===== config.mk =====
export PLATFORM = sky130hd
export DESIGN_NAME = plic_ctrl_flat
export DESIGN_NICKNAME = d
export VERILOG_FILES = /design/src/rtl/plic_defines.sv /design/src/rtl/plic_ctrl_if.sv /design/src/rtl/plic_gateway.sv /design/src/rtl/plic_ctrl.sv /design/src/flat_wrapper.sv
export SDC_FILE = /design/constraint.sdc
export NUM_CORES = 1
export LEC_CHECK = 0
export CELL_PAD_IN_SITES_DETAIL_PLACEMENT = 1
export CELL_PAD_IN_SITES_GLOBAL_PLACEMENT = 1
export CORE_AREA = 2 2 120 122
export CTS_CLUSTER_SIZE = 28
export DETAILED_ROUTE_END_ITERATION = 10
export DIE_AREA = 0 0 122 124
export DONT_BUFFER_PORTS = 1
export PLACE_DENSITY_LB_ADDON = 0.08
export REMOVE_ABC_BUFFERS = 1
export SLEW_MARGIN = 15
export SYNTH_ARGS = -nofsm -noshare
export SYNTH_HDL_FRONTEND = slang
export SYNTH_HIERARCHICAL = 1
export SYNTH_SLANG_ARGS = --single-unit

===== constraint.sdc =====
create_clock -name clk -period 10 [get_ports clk]
set_clock_uncertainty 0.05 [all_clocks]
set_input_delay 1 -clock clk [delete_from_list [all_inputs] [get_ports clk]]
set_output_delay 1 -clock clk [all_outputs]
set_load 0.01 [all_outputs]

===== src/rtl/plic_defines.sv =====
// Shared constants for the platform-level interrupt controller:
// register offsets, default widths and the gateway mode encoding.
package plic_defines;

  localparam int DEF_NUM_SRC = 8;
  localparam int DEF_PRIO_W  = 3;
  localparam int DEF_ID_W    = 5;
  localparam int ID_NONE     = 0;

  localparam logic [11:0] ADDR_PRIO_BASE = 12'h000;
  localparam logic [11:0] ADDR_PENDING   = 12'h080;
  localparam logic [11:0] ADDR_ENABLE    = 12'h100;
  localparam logic [11:0] ADDR_THRESH    = 12'h104;
  localparam logic [11:0] ADDR_CLAIM     = 12'h108;
  localparam logic [11:0] ADDR_MODE      = 12'h10C;

  typedef enum logic {
    GW_LEVEL = 1'b0,
    GW_EDGE  = 1'b1
  } gw_mode_e;

  // Priority register of source k lives at word k.
  function automatic logic [11:0] prio_addr(input int k);
    return ADDR_PRIO_BASE + 12'(4 * k);
  endfunction

endpackage


===== src/rtl/plic_ctrl_if.sv =====
// Memory-mapped register port of the interrupt controller.
interface plic_ctrl_if;
  logic        reg_wen;
  logic        reg_ren;
  logic [11:0] reg_addr;
  logic [31:0] reg_wdata;
  logic [31:0] reg_rdata;

  modport master (
    output reg_wen, reg_ren, reg_addr, reg_wdata,
    input  reg_rdata
  );

  modport slave (
    input  reg_wen, reg_ren, reg_addr, reg_wdata,
    output reg_rdata
  );
endinterface


===== src/rtl/plic_gateway.sv =====
// Per-source gateway: turns a level or edge request into a pending bit,
// gated by the in-service flag, with a one-deep latch for edges seen in service.
module plic_gateway
  import plic_defines::*;
(
  input  logic clk,
  input  logic rstn,
  input  logic src_i,
  input  logic mode_i,
  input  logic claim_hit_i,
  input  logic complete_hit_i,
  output logic pending_o
);

  logic src_d_q, pend_q, is_q, latch_q, mode_q;
  logic pend_d, is_d, latch_d;
  logic rise, edge_mode;

  always_comb begin
    edge_mode = (gw_mode_e'(mode_i) == GW_EDGE);
    rise      = src_i & ~src_d_q;
    pend_d    = pend_q;
    is_d      = is_q;
    latch_d   = latch_q;
    if (edge_mode) begin
      if (rise && !is_q) pend_d = 1'b1;
      // An edge arriving while (or as) the source is in service is parked.
      if (rise && (is_q || claim_hit_i)) latch_d = 1'b1;
      else if (!is_q && latch_q) begin
        pend_d  = 1'b1;
        latch_d = 1'b0;
      end
    end else if (src_i && !is_q) begin
      pend_d = 1'b1;
    end
    if (claim_hit_i) begin
      pend_d = 1'b0;
      is_d   = 1'b1;
    end else if (complete_hit_i) begin
      is_d = 1'b0;
    end
    if (mode_i != mode_q) latch_d = 1'b0;
  end

  always_ff @(posedge clk or negedge rstn) begin
    if (!rstn) begin
      src_d_q <= 1'b0;
      pend_q  <= 1'b0;
      is_q    <= 1'b0;
      latch_q <= 1'b0;
      mode_q  <= 1'b0;
    end else begin
      src_d_q <= src_i;
      pend_q  <= pend_d;
      is_q    <= is_d;
      latch_q <= latch_d;
      mode_q  <= mode_i;
    end
  end

  assign pending_o = pend_q;

endmodule


===== src/rtl/plic_ctrl.sv =====
// Platform-level interrupt controller: register file, per-source gateways,
// priority arbiter and claim/complete handshake driving one external irq.
module plic_ctrl
  import plic_defines::*;
#(
  parameter int NUM_SRC = DEF_NUM_SRC,
  parameter int PRIO_W  = DEF_PRIO_W,
  parameter int ID_W    = DEF_ID_W
) (
  input  logic               clk,
  input  logic               rstn,
  input  logic [NUM_SRC-1:0] irq_src,
  plic_ctrl_if.slave         bus,
  output logic               ext_irq_o,
  output logic [ID_W-1:0]    claim_id_o
);

  logic [NUM_SRC-1:0][PRIO_W-1:0] prio_q, prio_d;
  logic [NUM_SRC-1:0]             en_q, en_d, mode_q, mode_d;
  logic [PRIO_W-1:0]              thr_q, thr_d;
  logic [31:0]                    rdata_q, rd_d;
  logic [ID_W-1:0]                claim_id_q, best_id;
  logic [PRIO_W-1:0]              best_prio;
  logic                           ext_irq_q;

  logic [NUM_SRC-1:0] pend, cand, claim_hit, complete_hit;
  logic               claim_rd, cmpl_wr;
  logic               unused_wdata;

  assign claim_rd     = bus.reg_ren && (bus.reg_addr == ADDR_CLAIM);
  assign cmpl_wr      = bus.reg_wen && (bus.reg_addr == ADDR_CLAIM);
  assign unused_wdata = ^bus.reg_wdata;

  // Register file writes.
  always_comb begin
    prio_d = prio_q;
    en_d   = en_q;
    thr_d  = thr_q;
    mode_d = mode_q;
    if (bus.reg_wen) begin
      for (int k = 1; k <= NUM_SRC; k++)
        if (bus.reg_addr == prio_addr(k)) prio_d[k-1] = bus.reg_wdata[PRIO_W-1:0];
      case (bus.reg_addr)
        ADDR_ENABLE: en_d   = bus.reg_wdata[NUM_SRC:1];
        ADDR_THRESH: thr_d  = bus.reg_wdata[PRIO_W-1:0];
        ADDR_MODE:   mode_d = bus.reg_wdata[NUM_SRC:1];
        default: ;
      endcase
    end
  end

  for (genvar g = 0; g < NUM_SRC; g++) begin : g_src
    assign cand[g]         = pend[g] & en_q[g] & (prio_q[g] > thr_q);
    assign claim_hit[g]    = claim_rd && (best_id == ID_W'(g + 1));
    assign complete_hit[g] = cmpl_wr && (bus.reg_wdata[ID_W-1:0] == ID_W'(g + 1));

    plic_gateway u_gw (
      .clk            (clk),
      .rstn           (rstn),
      .src_i          (irq_src[g]),
      .mode_i         (mode_q[g]),
      .claim_hit_i    (claim_hit[g]),
      .complete_hit_i (complete_hit[g]),
      .pending_o      (pend[g])
    );
  end

  // Candidates always have priority above zero; strict compare keeps lowest ID on ties.
  always_comb begin
    best_id   = ID_W'(ID_NONE);
    best_prio = '0;
    for (int i = 0; i < NUM_SRC; i++)
      if (cand[i] && (prio_q[i] > best_prio)) begin
        best_id   = ID_W'(i + 1);
        best_prio = prio_q[i];
      end
  end

  // Read mux sees pre-write state; bit 0 of every mask is the unused ID 0.
  always_comb begin
    rd_d = '0;
    for (int k = 1; k <= NUM_SRC; k++)
      if (bus.reg_addr == prio_addr(k)) rd_d = 32'(prio_q[k-1]);
    case (bus.reg_addr)
      ADDR_PENDING: rd_d = 32'({pend, 1'b0});
      ADDR_ENABLE:  rd_d = 32'({en_q, 1'b0});
      ADDR_THRESH:  rd_d = 32'(thr_q);
      ADDR_CLAIM:   rd_d = 32'(best_id);
      ADDR_MODE:    rd_d = 32'({mode_q, 1'b0});
      default: ;
    endcase
  end

  always_ff @(posedge clk or negedge rstn) begin
    if (!rstn) begin
      prio_q     <= '0;
      en_q       <= '0;
      thr_q      <= '0;
      mode_q     <= '0;
      rdata_q    <= '0;
      claim_id_q <= '0;
      ext_irq_q  <= 1'b0;
    end else begin
      prio_q     <= prio_d;
      en_q       <= en_d;
      thr_q      <= thr_d;
      mode_q     <= mode_d;
      if (bus.reg_ren) rdata_q <= rd_d;
      claim_id_q <= best_id;
      ext_irq_q  <= (best_id != ID_W'(ID_NONE));
    end
  end

  assign bus.reg_rdata = rdata_q;
  assign ext_irq_o     = ext_irq_q;
  assign claim_id_o    = claim_id_q;

endmodule


===== src/flat_wrapper.sv =====
// flat-port wrapper written by rule: the top's interface ports become plain ports
module plic_ctrl_flat import plic_defines::*;
#(
  parameter int NUM_SRC = DEF_NUM_SRC,
  parameter int PRIO_W  = DEF_PRIO_W,
  parameter int ID_W    = DEF_ID_W
)
  (clk, rstn, irq_src, ext_irq_o, claim_id_o, bus_reg_wen, bus_reg_ren, bus_reg_addr, bus_reg_wdata, bus_reg_rdata);
  plic_ctrl_if bus_i ();
  input  logic clk;
  input  logic rstn;
  input  logic [NUM_SRC-1:0] irq_src;
  output logic ext_irq_o;
  output logic [ID_W-1:0] claim_id_o;
  input wire logic [$bits(bus_i.reg_wen)-1:0] bus_reg_wen;
  input wire logic [$bits(bus_i.reg_ren)-1:0] bus_reg_ren;
  input wire logic [$bits(bus_i.reg_addr)-1:0] bus_reg_addr;
  input wire logic [$bits(bus_i.reg_wdata)-1:0] bus_reg_wdata;
  output wire logic [$bits(bus_i.reg_rdata)-1:0] bus_reg_rdata;
  assign bus_i.reg_wen = bus_reg_wen;
  assign bus_i.reg_ren = bus_reg_ren;
  assign bus_i.reg_addr = bus_reg_addr;
  assign bus_i.reg_wdata = bus_reg_wdata;
  assign bus_reg_rdata = bus_i.reg_rdata;
  plic_ctrl #(.NUM_SRC(NUM_SRC), .PRIO_W(PRIO_W), .ID_W(ID_W)) u_core (.clk(clk), .rstn(rstn), .irq_src(irq_src), .bus(bus_i), .ext_irq_o(ext_irq_o), .claim_id_o(claim_id_o));
endmodule

=== Yosys cells after proc, flatten, opt, wreduce, memory -nomap -nowiden ===
Cells that the tools add are included.
W data, S select, Z words.

* Magnitude comparators: 16
* Equality and inequality tests: 37
* Multiplexer cells: 120
* Bitwise logic cells: 32
* Reduce and logical (&&, ||, !) cells: 126

{| class="wikitable"
|+ Operator list
! operator !! number
|-
| $mux W1 || 97
|-
| $logic_and A1 B1 Y1 || 58
|-
| $mux W3 || 19
|-
| $eq A12 B5 Y1 const B || 4
|-
| $eq A12 B9 Y1 const B || 4
|-
| $reduce_bool A3 Y1 || 16
|-
| $gt A3 B3 Y1 || 15
|-
| $pmux W9 S5 || 1
|-
| $reduce_and A2 Y1 || 19
|-
| $reduce_bool A2 Y1 || 16
|-
| $and A1 B1 Y1 || 24
|-
| $eq A12 B4 Y1 const B || 2
|-
| $eq A5 B3 Y1 const B || 4
|-
| $eq A4 B3 Y1 const B || 4
|-
| $eq A12 B3 Y1 const B || 1
|-
| $eq A12 B6 Y1 const B || 1
|-
| $eq A12 B8 Y1 const B || 1
|-
| $eq A5 B2 Y1 const B || 2
|-
| $eq A4 B2 Y1 const B || 2
|-
| $logic_not A1 Y1 || 8
|-
| $logic_or A1 B1 Y1 || 8
|-
| $ne A1 B1 Y1 || 8
|-
| $not A1 Y1 || 8
|-
| $eq A5 B1 Y1 const B || 1
|-
| 7 further kinds || 8
|}

* Bits in registers: 120
* Bits of input ports: 56
* Output and inout port bits: 38
* Word-level logic and storage cells: 385

=== Longest topological paths before layout ===
Gate-level depths: netlist of run 1.

* Depth in word-level cells: 32
* Depth in mapped cells: 55
* Gate-level depth less buffers: 54

=== Cells and area by module ===
Netlist of run 1, hierarchy kept.

{| class="wikitable"
|+ By module, submodules not included
! module !! times used !! cells each !! area an instance (um^2) !! seq. area each (um^2)
|-
| plic_ctrl || 1 || 476 || 4,371.7 || 1,426.4
|-
| plic_gateway || 8 || 20 || 219.0 || 125.1
|}

=== Worst setup path after synthesis of run 1 ===
Ideal clock, no wire load.

* Kind: reg2reg
* From: reg u_core.thr_q[1]
* To: reg u_core.g_src[0].u_gw.pend_q
* Setup time: 0.139 ns
* Data arrival time: 10.718 ns
* Data required time: 9.811 ns
* Path slack: -0.906 ns
* Cell stages (with the launch flop): 52
* Buffers on the path: 1
* Cell sequence: dfrtp_1 > inv_1 > ha_1 > nor2b_1 > o311a_1 > nand3_1 > ha_1 > nand3_1 > and4_4 > and2_4 > buf_6 > mux2_2 > ha_1 > a31oi_1 > nand4_2 > mux2_2 > ha_1 > nand3_1 > [... 16 more ...] > a311oi_4 > mux2i_1 > ha_1 > nor2b_1 > o21ai_0 > inv_1 > o21ai_1 > mux2_2 > ha_1 > a21o_1 > a21oi_1 > nor3_1 > nor2_1 > nand3_1 > nand2b_1 > nor4_1 > nand2b_1 > o31ai_2

* Cells in the longest elaborated chain, start to end: 32

{| class="wikitable"
|+ Ends and longest elaborated chain
! item !! RTL line !! source
|-
| start: declaration || plic_ctrl.sv:20 || <nowiki>logic [PRIO_W-1:0] thr_q, thr_d;</nowiki>
|-
| start signal: assignment || plic_ctrl.sv:106 || <nowiki>thr_q <= thr_d;</nowiki>
|-
| $gt A3 B3 Y1 || plic_ctrl.sv:53 || <nowiki>assign cand[g] = pend[g] & en_q[g] & (prio_q[g] > thr_q);</nowiki>
|-
| $and A1 B1 Y1 || plic_ctrl.sv:53 ||
|-
| $logic_and A1 B1 Y1 || plic_ctrl.sv:73 || <nowiki>if (cand[i] && (prio_q[i] > best_prio)) begin</nowiki>
|-
| $mux W3 || plic_ctrl.sv:73 ||
|-
| $gt A3 B3 Y1 || plic_ctrl.sv:73 ||
|-
| $logic_and A1 B1 Y1 || plic_ctrl.sv:73 ||
|-
| $mux W3 || plic_ctrl.sv:73 ||
|-
| $gt A3 B3 Y1 || plic_ctrl.sv:73 ||
|-
| [... 17 more ...] || n/a ||
|-
| via u_core.best_id[3] || plic_ctrl.sv:22 || <nowiki>logic [ID_W-1:0] claim_id_q, best_id;</nowiki>
|-
| $eq A4 B1 Y1 (*) || plic_ctrl.sv:54 || <nowiki>assign claim_hit[g] = claim_rd && (best_id == ID_W'(g + 1));</nowiki>
|-
| $logic_and A1 B1 Y1 (*) || plic_ctrl.sv:54 ||
|-
| via u_core.claim_hit[0] || plic_ctrl.sv:26 || <nowiki>logic [NUM_SRC-1:0] pend, cand, claim_hit, complete_hit;</nowiki>
|-
| $logic_or A1 B1 Y1 || plic_gateway.sv:28 || <nowiki>if (rise && (is_q || claim_hit_i)) latch_d = 1'b1;</nowiki>
|-
| $logic_and A1 B1 Y1 || plic_gateway.sv:28 ||
|-
| $mux W1 || plic_gateway.sv:28 ||
|-
| $mux W1 || plic_gateway.sv:25 || <nowiki>if (edge_mode) begin</nowiki>
|-
| $mux W1 || plic_gateway.sv:36 || <nowiki>if (claim_hit_i) begin</nowiki>
|-
| end signal: assignment || plic_gateway.sv:54 || <nowiki>pend_q <= pend_d;</nowiki>
|-
| end: declaration || plic_gateway.sv:15 || <nowiki>logic src_d_q, pend_q, is_q, latch_q, mode_q;</nowiki>
|}

The timed path passes the listed nets; every way through them passes the cells marked *.
A chain may end at the register's enable or synchronous reset.

=== Worst setup path after layout of run 1 ===
Ends and elaborated chain as after synthesis.

==> results of run 1 <==
==> cell families after synthesis <==
logic type / share of synthesized area
other: 0.0006124
buffers and inverters: 0.07254
AOI/OAI and AO/OA: 0.1661
DFF: 0.3964
muxes: 0.09440
adders and majority gates: 0.1018
and+or+nand+nor: 0.1682
==> where the power goes <==
group / total, W / switching (W) / internal, W
Sequential: 0.000412 / 0.00000881 / 0.000403
Clock: 0.000326 / 0.000158 / 0.000168
Combinational: 0.0000330 / 0.0000199 / 0.0000130
==> worst max path at each step <==
stage	start	endpoint	slack, ns	cells after the start
after floorplan	u_core/thr_q[1]	u_core/g_src[0].u_gw/pending_o	-0.85	50
after global routing	u_core/thr_q[1]	u_core/g_src[0].u_gw/pending_o	-0.82	55
after CTS	u_core/prio_q[1]	u_core/g_src[4].u_gw/pending_o	-0.53	54
after detailed placement	u_core/thr_q[1]	u_core/g_src[4].u_gw/pending_o	-1.03	56
after global placement	u_core/prio_q[1]	u_core/g_src[5].u_gw/is_q	-0.66	54
final	u_core/thr_q[1]	u_core/g_src[0].u_gw/pending_o	-0.38	57
==> cell type report <==
class / instances / share of cell area
multi-input cells: 470 / 0.5158
clock buffers: 11 / 0.03047
flip-flops and latches: 97 / 0.3178
repair buffers: 74 / 0.07568
well taps: 180 / 0.02948
inverters: 54 / 0.02654
clock inverters: 5 / 0.004259
==> state kept, by name, summed over array words and instances (netlist names) <==
| signal | count |
|---|---|
| u_core/g_src.u_gw/src_d_q | 8 |
| u_core/g_src.u_gw/latch_q | 8 |
| u_core/ext_irq_o | 1 |
| u_core/mode_q | 8 |
| u_core/g_src.u_gw/is_q | 8 |
| u_core/g_src.u_gw/mode_q | 8 |
| u_core/bus.reg_rdata | 9 |
| u_core/en_q | 8 |
| u_core/claim_id_o | 4 |
| u_core/g_src.u_gw/pending_o | 8 |
| u_core/prio_q | 24 |
| u_core/thr_q | 3 |
==> through the flow <==
stage,total power [W],cells,worst slack (ns)
3_5_place_dp,0.0004494,853,-1.031
3_3_place_gp,0.0004467,853,-0.6578
5_1_grt,0.0007966,891,-0.8204
2_1_floorplan,0.0004402,621,-0.8502
6_report,0.0007709,891,-0.3848
4_1_cts,0.0007735,873,-0.5350
==> worst reg2reg max path, delay by kind of cell, from the launching register on <==
kind / cells / cell delay (ns)
AND/OR/NAND/NOR: 27 / 3.26
adder cells (fa/ha/maj): 9 / 2.33
AO/OA/AOI/OAI: 10 / 2.00
multiplexers: 4 / 1.35
buffers and inverters: 7 / 0.88
flip-flops: 1 / 0.40
==> timing repair <==
action                     CTS  global route
resized for setup           31            76
gates cloned                 0             0
pin swaps                   10            53
buffers inserted             4            20
setup endpoints to repair   33            33
==> cells in the mapped netlist (all sizes together), types with 2 or more instances <==
library cell  instances  area (µm²)
dfrtp                97        2427
nor2                 58       217.7
inv                  54       202.7
nand2                52       195.2
ha                   49       613.1
mux2                 44       495.5
o21ai                36       180.2
a21oi                30       150.1
buf                  27       200.2
nand3                22       110.1
a22oi                19       161.4
nor2b                16       100.1
a21o                 12       100.1
clkbuf               11       41.29
nand2b               11       68.82
o31ai                 9       107.6
o2111ai               8       70.07
nor3                  7       35.03
nor3b                 7       52.55
mux2i                 6       60.06
nor4                  6       52.55
nand4                 5       37.53
a31oi                 4       25.02
and4                  4       37.54
nand3b                4       30.03
o21a                  4       30.03
a22o                  3       27.53
a311oi                3       43.80
and3                  3       18.77
and2                  2       15.02
and3b                 2       17.52
o211ai                2       25.02
o22ai                 2       12.51
or3b                  2       17.52
==> layer usage <==
metal | up-vias | part of all wire | track usage
li1 | 2361 | - | -
met5 | - | 0 | 0
met4 | 0 | 0.027 | 0.08118
met2 | 118 | 0.52 | 0.4619
met1 | 2645 | 0.42 | 0.3128
met3 | 30 | 0.035 | 0.04304
==> qor.csv, run 1 <==
metric;value;unit
reg2reg_to;u_core/g_src[0].u_gw/pending_o;
setup_viol;28;
cts_buffers;9;
cpMostUsedCell;ha_4;
initialDrtViolationCount;222;
die_area;15130;µm²
syn_area;6123;µm²
core_area;13720;µm²
avgSynthCellArea;9.628;µm²
rsz0062_at_grt;yes;
fmax;0.09629;GHz
setup_ws;-0.3848;ns
start_util;0.4463;
clock-sinks;97;
slew_headroom;0.3793;
antennaDiodeCount;0;
clockBufferDepth;2;
ys.flop_type;dfrtp_1;
gp_congestion;0.8706;
layout_min_cycle_time;10.38;ns
multi_input_area;3940;µm²
place_area;6584;µm²
rr_startpoint;u_core/thr_q[1];
antenna_found_initial;0;
crit_path_top_delay_cell;o311a_4;
fp.dieW;122;µm
hpwlAfterDp;13510;µm
start_kind;register;
critPathKind;reg -> reg;
globalRouteTotalUtil;0.2563;
tightest_slew;0.9276;ns
antenna_left;0;
critPathArrivalTime;10.57;ns
cp_max_fo;5;
hold_violations;0;
critPathRequiredTime;10.18;ns
status;complete, but fails checks;
htree_levels;3;
grt_overflow;0;
final_cell_mix;dfrtp_1 (97), buf_4 (69), inv_1 (53), nor2_1 (53), nand2_1 (47);
grt_pass1_wl;29100;µm
fin_setup_tns;-6.413;ns
yosysSeqAreaShare;0.3964;
fillCellCount;1524;
drtPass1Iterations;5;
vias;5154;
slew_viol_final;0;
grt_start_max_net_pins;98;
powerDensity;100.9;nW/µm²
p_leak;3.411;nW
worst-r2r-setup-slack;-0.38;ns
viasPerCell;5.785;
rows;43;
layout-drive-gt1-share;0.3221;
post-route-cell-area;7639;µm²
max_cap_viol_count;0;
io_pins;94;
ys_async_sr_fraction;1.000;
final_util;0.5568;
crit_path_end_kind;register;
crit_family;simple AND/OR/NAND/NOR gates;
ys_warn_count;6;
cts_hold_buf;0;
die-height;124;µm
cp_slowest_stage_delay;0.41;ns
cts_root_buf;clkbuf_16;
cts_tree;yes;
wl_per_cell;22.08;µm
grt_pass1_vias;5460;
peakVddDrop;0.00009320;V
final_common_cell;dfrtp_1;
path_clk_slew;0.07;ns
yosysUniqueCellTypes;63;
path_buf_inv;7;
synthCells;636;
reg2reg_depth;57;
fin_crit_sh;1.038;
hold_slack;0.2916;ns
violations;setup timing;
synth-edff-count;0;
ys_seq_elements;97;
seq_area;2427;µm²
io_buffers;0;
hp-class;in -> async;
post-route-drc-count;0;
wl;19680;µm
area_delta_synth_final;24.74;%
nNetsFinal;811;
clock_latency;0.35;ns
Power figures use the tool's default switching activity.
==> run 2: changes to the inputs <==
- CORE_AREA: 2 2 120 122 -> 2 2 102 143
- DIE_AREA: 0 0 122 124 -> 0 0 104 145
- SYNTH_HIERARCHICAL: 1 -> default
==> run 2 against run 1 <==
Against the previous run: the run still ends with setup timing left; global-route usage rose by 3.1 points; worst hold slack got worse by 0.0072 ns; critical path depth rose by 1; synthesized area fell by 0.35%; register-to-register slack improved by 0.17 ns; sequential power fell by 1%; combinational power rose by 17%; power rose by 8.6%; largest cell class unchanged.
==> qor.csv, run 2 <==
metric;value;unit;change
status;complete, but fails checks;;
violations;setup timing;;
layout_min_cycle_time;10.21;ns;-0.1699 ns
drtPass1Iterations;5;;unchanged
avgSynthCellArea;9.446;µm²;-1.9%
clock-sinks;97;;unchanged
cts_root_buf;clkbuf_16;;
yosysTopAreaCellShare;0.3978;;+0.001382
fin_crit_sh;1.021;;-0.01699
grt_start_max_net_pins;98;;unchanged
top_register;u_core.prio_q;;
worst-r2r-setup-slack;-0.21;ns;+0.17 ns
grt_pass1_vias;6076;;+11%
path_clk_slew;0.07;ns;about the same
grt_pass1_wl;33500;µm;+15%
ys_async_sr_fraction;1.000;;unchanged
tightest_slew;1.082;ns;+0.1544 ns
rows;51;;+19%
antenna_left;0;;unchanged
die_area;15080;µm²;-0.32%
synthCells;646;;+1.6%
fmax;0.09790;GHz;+1.7%
post-synth-top-count-cell;dfrtp_1;;
yosysSeqAreaShare;0.3978;;+0.001382
cp_slowest_stage_delay;0.52;ns;+0.11 ns
initialDrtViolationCount;278;;+25%
cp_max_fo;6;;+1
cts_buffers;9;;unchanged
nNetsFinal;841;;+3.7%
critPathRequiredTime;10.22;ns;+0.04 ns
hpwlAfterDp;14740;µm;+9.1%
wl_per_cell;24.11;µm;+9.2%
layout-drive-gt1-share;0.3360;;+0.01395
post-route-cell-area;7866;µm²;+3.0%
hold_slack;0.2844;ns;-0.007226 ns
peakVddDrop;0.00007211;V;-23%
rsz0062_at_grt;yes;;
cpMostUsedCell;ha_4;;
cts_hold_buf;0;;unchanged
io_pins;94;;unchanged
critPathKind;reg -> reg;;
hold_violations;0;;unchanged
powerDensity;106.4;nW/µm²;+5.5%
wl;22330;µm;+13%
slew_headroom;0.2760;;-0.1033
core_area;13780;µm²;+0.47%
grt_overflow;0;;unchanged
clockBufferDepth;2;;unchanged
p_leak;3.443;nW;+0.96%
final_cell_mix;dfrtp_1 (97), buf_4 (83), nand2_1 (58);;
ys_warn_count;0;;-6
place_area;6561;µm²;-0.34%
globalRouteTotalUtil;0.2876;;+0.03134
clock_latency;0.35;ns;about the same
area_delta_synth_final;28.91;%;
critPathArrivalTime;10.43;ns;-0.14 ns
final_common_cell;dfrtp_1;;
io_buffers;0;;unchanged
reg2reg_to;u_core.g_src[3].u_gw.latch_q;;
post-route-drc-count;0;;unchanged
slew_viol_final;0;;unchanged
max_cap_viol_count;0;;unchanged
synth.largest_area_cell;dfrtp_1;;
hp-class;in -> async;;
critPathLaunch;u_core.thr_q[2];;
die-height;145;µm;+17%
antenna_found_initial;0;;unchanged
largest_reg_flops;24;;unchanged
fp.dieW;104;µm;-15%
place_worst_setup_slack;-0.9858;ns;+0.04469 ns
synth_area_leaders;dfrtp_1 (40%), ha_1 (10%), mux2_2 (7.9%);;
setup_viol;16;;-43%
antennaDiodeCount;0;;unchanged
ys.flop_type;dfrtp_1;;
crit_path_end_kind;register;;
viasPerCell;6.055;;+4.7%
ys_seq_elements;97;;unchanged
setup_ws;-0.2149;ns;+0.1699 ns
start_kind;register;;
start_util;0.4427;;-0.003610
rr_startpoint;u_core.thr_q[2];;
gp_congestion;0.8574;;-1.5%
yosysUniqueCellTypes;63;;unchanged
crit_path_top_delay_cell;or4_4;;
cts_tree;yes;;
synth_commonest_cells;dfrtp_1 (97), nand2_1 (63), nor2_1 (61);;
reg2reg_depth;58;;+1.8%
htree_levels;3;;unchanged
syn_area;6102;µm²;-0.35%
synth-edff-count;0;;unchanged
finalPower;0.0008372;W;+8.6%
vias;5607;;+8.8%
run 2: critical path: cells and delay by family (launching register included):
family          cells  cell delay (ns)
flops               1             0.38
compound gates     19             2.78
buf+inv             9             1.33
fa+ha+maj           8             2.26
mux                 1             0.34
simple gates       21             2.99
run 2: per-stage QoR:
step	cells	TNS, ns	util
2_1_floorplan	630	-26.09	-
3_3_place_gp	869	-8.273	0.4760
3_5_place_dp	869	-20.03	0.4760
4_1_cts	911	0	0.5373
5_1_grt	926	-13.19	0.5707
6_report	926	-1.045	0.5707
run 2: what timing repair did:
| item | CTS | global route |
|---|---|---|
| resized for setup | 63 | 71 |
| gates cloned | 0 | 0 |
| buffers inserted | 27 | 20 |
| pin swaps | 44 | 62 |
| setup endpoints to repair | 32 | 32 |
run 2: logic make-up (layout without fill, tap and decap cells):
kind of cell	after synthesis	in the layout	share of synthesized area
flip-flops	97	97	0.3978
buffers and inverters	77	149	0.06664
adder cells (fa/ha/maj)	49	49	0.1005
AO/OA/AOI/OAI	163	163	0.1809
other	1	24	0.0006145
AND/OR/NAND/NOR	216	216	0.1743
multiplexers	43	43	0.07935
run 2: layout make-up:
type	instances	area, µm²
Clock buffer	11	242.7
Clock inverter	5	86.33
Fill cell	1557	5917
Inverter	38	142.6
Multi-Input combinational cell	495	3978
Sequential cell	97	2427
Tap cell	185	231.5
Timing Repair Buffer	95	758.2
run 2: how the worst max path moves through the flow:
stage	slack, ns	to	cells after the start
final	-0.21	u_core.g_src[3].u_gw.latch_q	58
after global routing	-0.60	u_core.g_src[3].u_gw.latch_q	57
after CTS	0.01	u_core.g_src[3].u_gw.latch_q	53
after detailed placement	-0.99	u_core.g_src[3].u_gw.latch_q	53
after global placement	-0.56	u_core.g_src[3].u_gw.latch_q	53
after floorplan	-1.21	u_core.g_src[3].u_gw.latch_q	49
run 2: report_power, final:
part / total (W) / switching (W) / internal [W]
logic: 0.0000385 / 0.0000218 / 0.0000166
clock network: 0.000390 / 0.000162 / 0.000228
registers: 0.000408 / 0.00000770 / 0.000401
total: 0.000837 / 0.000192 / 0.000646
run 2: metal layers:
layer / wire [µm] / GRT usage / vias to the layer above
li1: - / - / 2483
met1: 8166 / 0.3123 / 2846
met2: 11980 / 0.5388 / 190
met3: 870 / 0.04717 / 88
met4: 1308 / 0.1324 / 0
met5: 0 / 0 / -
==> run 3: changes to the inputs <==
- SKIP_LAST_GASP: default -> 1
==> run 3 against run 2 <==
Against the previous run: the run still ends with setup timing left; die area is the same; sequential cell count is the same; power is essentially flat; register-to-register slack is essentially flat; count of clock-buffer cells in the layout is the same; worst hold slack is the same; final cell count is the same; combinational power is essentially flat; setup slack is the same.
==> qor.csv, run 3 (synthesis results as in run 2) <==
metric;value;unit;change
crit_path_top_delay_cell;or4_4;;
critPathLaunch;u_core.thr_q[2];;
largest_reg_flops;24;;unchanged
grt_pass1_wl;33500;µm;unchanged
path_clk_slew;0.07;ns;about the same
antennaDiodeCount;0;;unchanged
antenna_found_initial;0;;unchanged
gp_congestion;0.8574;;unchanged
hpwlAfterDp;14740;µm;unchanged
cp_max_fo;6;;unchanged
peakVddDrop;0.00007212;V;about the same
antenna_left;0;;unchanged
start_kind;register;;
crit_path_end_kind;register;;
clock-sinks;97;;unchanged
setup_viol;16;;unchanged
vias;5606;;-0.018%
violations;setup timing;;
path_buf_inv;9;;unchanged
grt_overflow;0;;unchanged
cts_root_buf;clkbuf_16;;
clock_latency;0.35;ns;about the same
layout_min_cycle_time;10.21;ns;unchanged
slew_viol_final;0;;unchanged
io_buffers;0;;unchanged
drtPass1Iterations;5;;unchanged
die-height;145;µm;unchanged
post-route-cell-area;7864;µm²;about the same
fin_crit_sh;1.021;;unchanged
wl;22330;µm;unchanged
rsz0062_at_grt;yes;;
worst-r2r-setup-slack;-0.21;ns;about the same
viasPerCell;6.054;;about the same
htree_levels;3;;unchanged
critPathArrivalTime;10.43;ns;about the same
place_area;6561;µm²;unchanged
io_pins;94;;unchanged
critPathCapture;u_core.g_src[3].u_gw.latch_q;;
setup_ws;-0.2149;ns;unchanged
slew_headroom;0.2760;;unchanged
start_util;0.4427;;unchanged
final_util;0.5705;;about the same
cpMostUsedCell;ha_4;;
critPathRequiredTime;10.22;ns;about the same
initialDrtViolationCount;278;;unchanged
hold_violations;0;;unchanged
max_cap_viol_count;0;;unchanged
hold_slack;0.2844;ns;unchanged
rr_startpoint;u_core.thr_q[2];;
area_delta_synth_final;28.87;%;about the same
fp.dieW;104;µm;unchanged
post-route-drc-count;0;;unchanged
critPathKind;reg -> reg;;
wl_per_cell;24.11;µm;unchanged
status;complete, but fails checks;;
top_register;u_core.prio_q;;
clockBufferDepth;2;;unchanged
reg2reg_depth;58;;unchanged
grt_pass1_vias;6076;;unchanged
finalPower;0.0008373;W;about the same
cts_buffers;9;;unchanged
crit_family;simple AND/OR/NAND/NOR gates;;
grt_start_max_net_pins;98;;unchanged
core_area;13780;µm²;unchanged
tightest_slew;1.082;ns;unchanged
cp_slowest_stage_delay;0.52;ns;about the same
die_area;15080;µm²;unchanged
nNetsFinal;841;;unchanged
final_cell_mix;dfrtp_1 (97), buf_4 (83), nand2_1 (58);;
p_leak;3.443;nW;about the same
reg2reg_to;u_core.g_src[3].u_gw.latch_q;;
fmax;0.09790;GHz;unchanged
cts_tree;yes;;
hp-class;in -> async;;
final_common_cell;dfrtp_1;;
layout-drive-gt1-share;0.3347;;-0.001350
rows;51;;unchanged
powerDensity;106.5;nW/µm²;about the same
path_depth;58;;unchanged
globalRouteTotalUtil;0.2876;;unchanged
-- run 3: worst reg2reg max path: cells and delay by family, from the launching register on --
| kind | cells | cell delay [ns] |
|---|---|---|
| adder cells (fa/ha/maj) | 8 | 2.27 |
| AND/OR/NAND/NOR | 21 | 2.99 |
| multiplexers | 1 | 0.34 |
| flip-flops | 1 | 0.38 |
| AO/OA/AOI/OAI | 19 | 2.78 |
| buffers and inverters | 9 | 1.33 |
-- run 3: cell type report --
cell class	instances	area, µm²
fillers	1559	5919
multi-input cells	495	3975
flip-flops and latches	97	2427
repair buffers	95	758.2
clock buffers	11	242.7
well taps	185	231.5
inverters	38	142.6
clock inverters	5	86.33
-- run 3: per-stage QoR --
stage	TNS (ns)	worst slack, ns	cells
finish	-1.051	-0.2149	926
global route	-13.18	-0.5997	926
CTS	0	0.01185	911
detailed placement	-20.03	-0.9858	869
global placement	-8.273	-0.5629	869
floorplan	-26.09	-1.207	630
-- run 3: worst min-delay path by stage --
stage                           startpoint                            to  slack (ns)  depth (start not counted)
after floorplan           u_core.mode_q[3]   u_core.g_src[3].u_gw.mode_q        0.38                          0
after global placement    u_core.mode_q[5]   u_core.g_src[5].u_gw.mode_q        0.41                          0
after detailed placement  u_core.mode_q[5]   u_core.g_src[5].u_gw.mode_q        0.41                          0
after CTS                             rstn  u_core.g_src[4].u_gw.latch_q        0.28                          0
after global routing                  rstn   u_core.g_src[4].u_gw.mode_q        0.27                          0
final                                 rstn  u_core.g_src[4].u_gw.src_d_q        0.28                          0
-- run 3: where the power goes --
part / internal [W] / leakage, nW / switching [W]
sequential: 0.000401 / 1.24 / 0.00000770
clock: 0.000228 / 0.160 / 0.000162
combinational: 0.0000166 / 2.04 / 0.0000218
-- run 3: repair_timing --
item | in CTS | in global routing
setup buffers | 27 | 20
setup endpoints to repair | 32 | 32
hold buffers | 0 | 0
pin swaps | 44 | 62
resized for setup | 63 | 70
-- run 3: metal layers --
| layer | vias up | global-route usage | wire length, µm |
|---|---|---|---|
| li1 | 2483 | - | - |
| met1 | 2845 | 0.3123 | 8168 |
| met2 | 190 | 0.5388 | 11980 |
| met3 | 88 | 0.04717 | 870 |
| met4 | 0 | 0.1324 | 1308 |
| met5 | - | 0 | 0 |
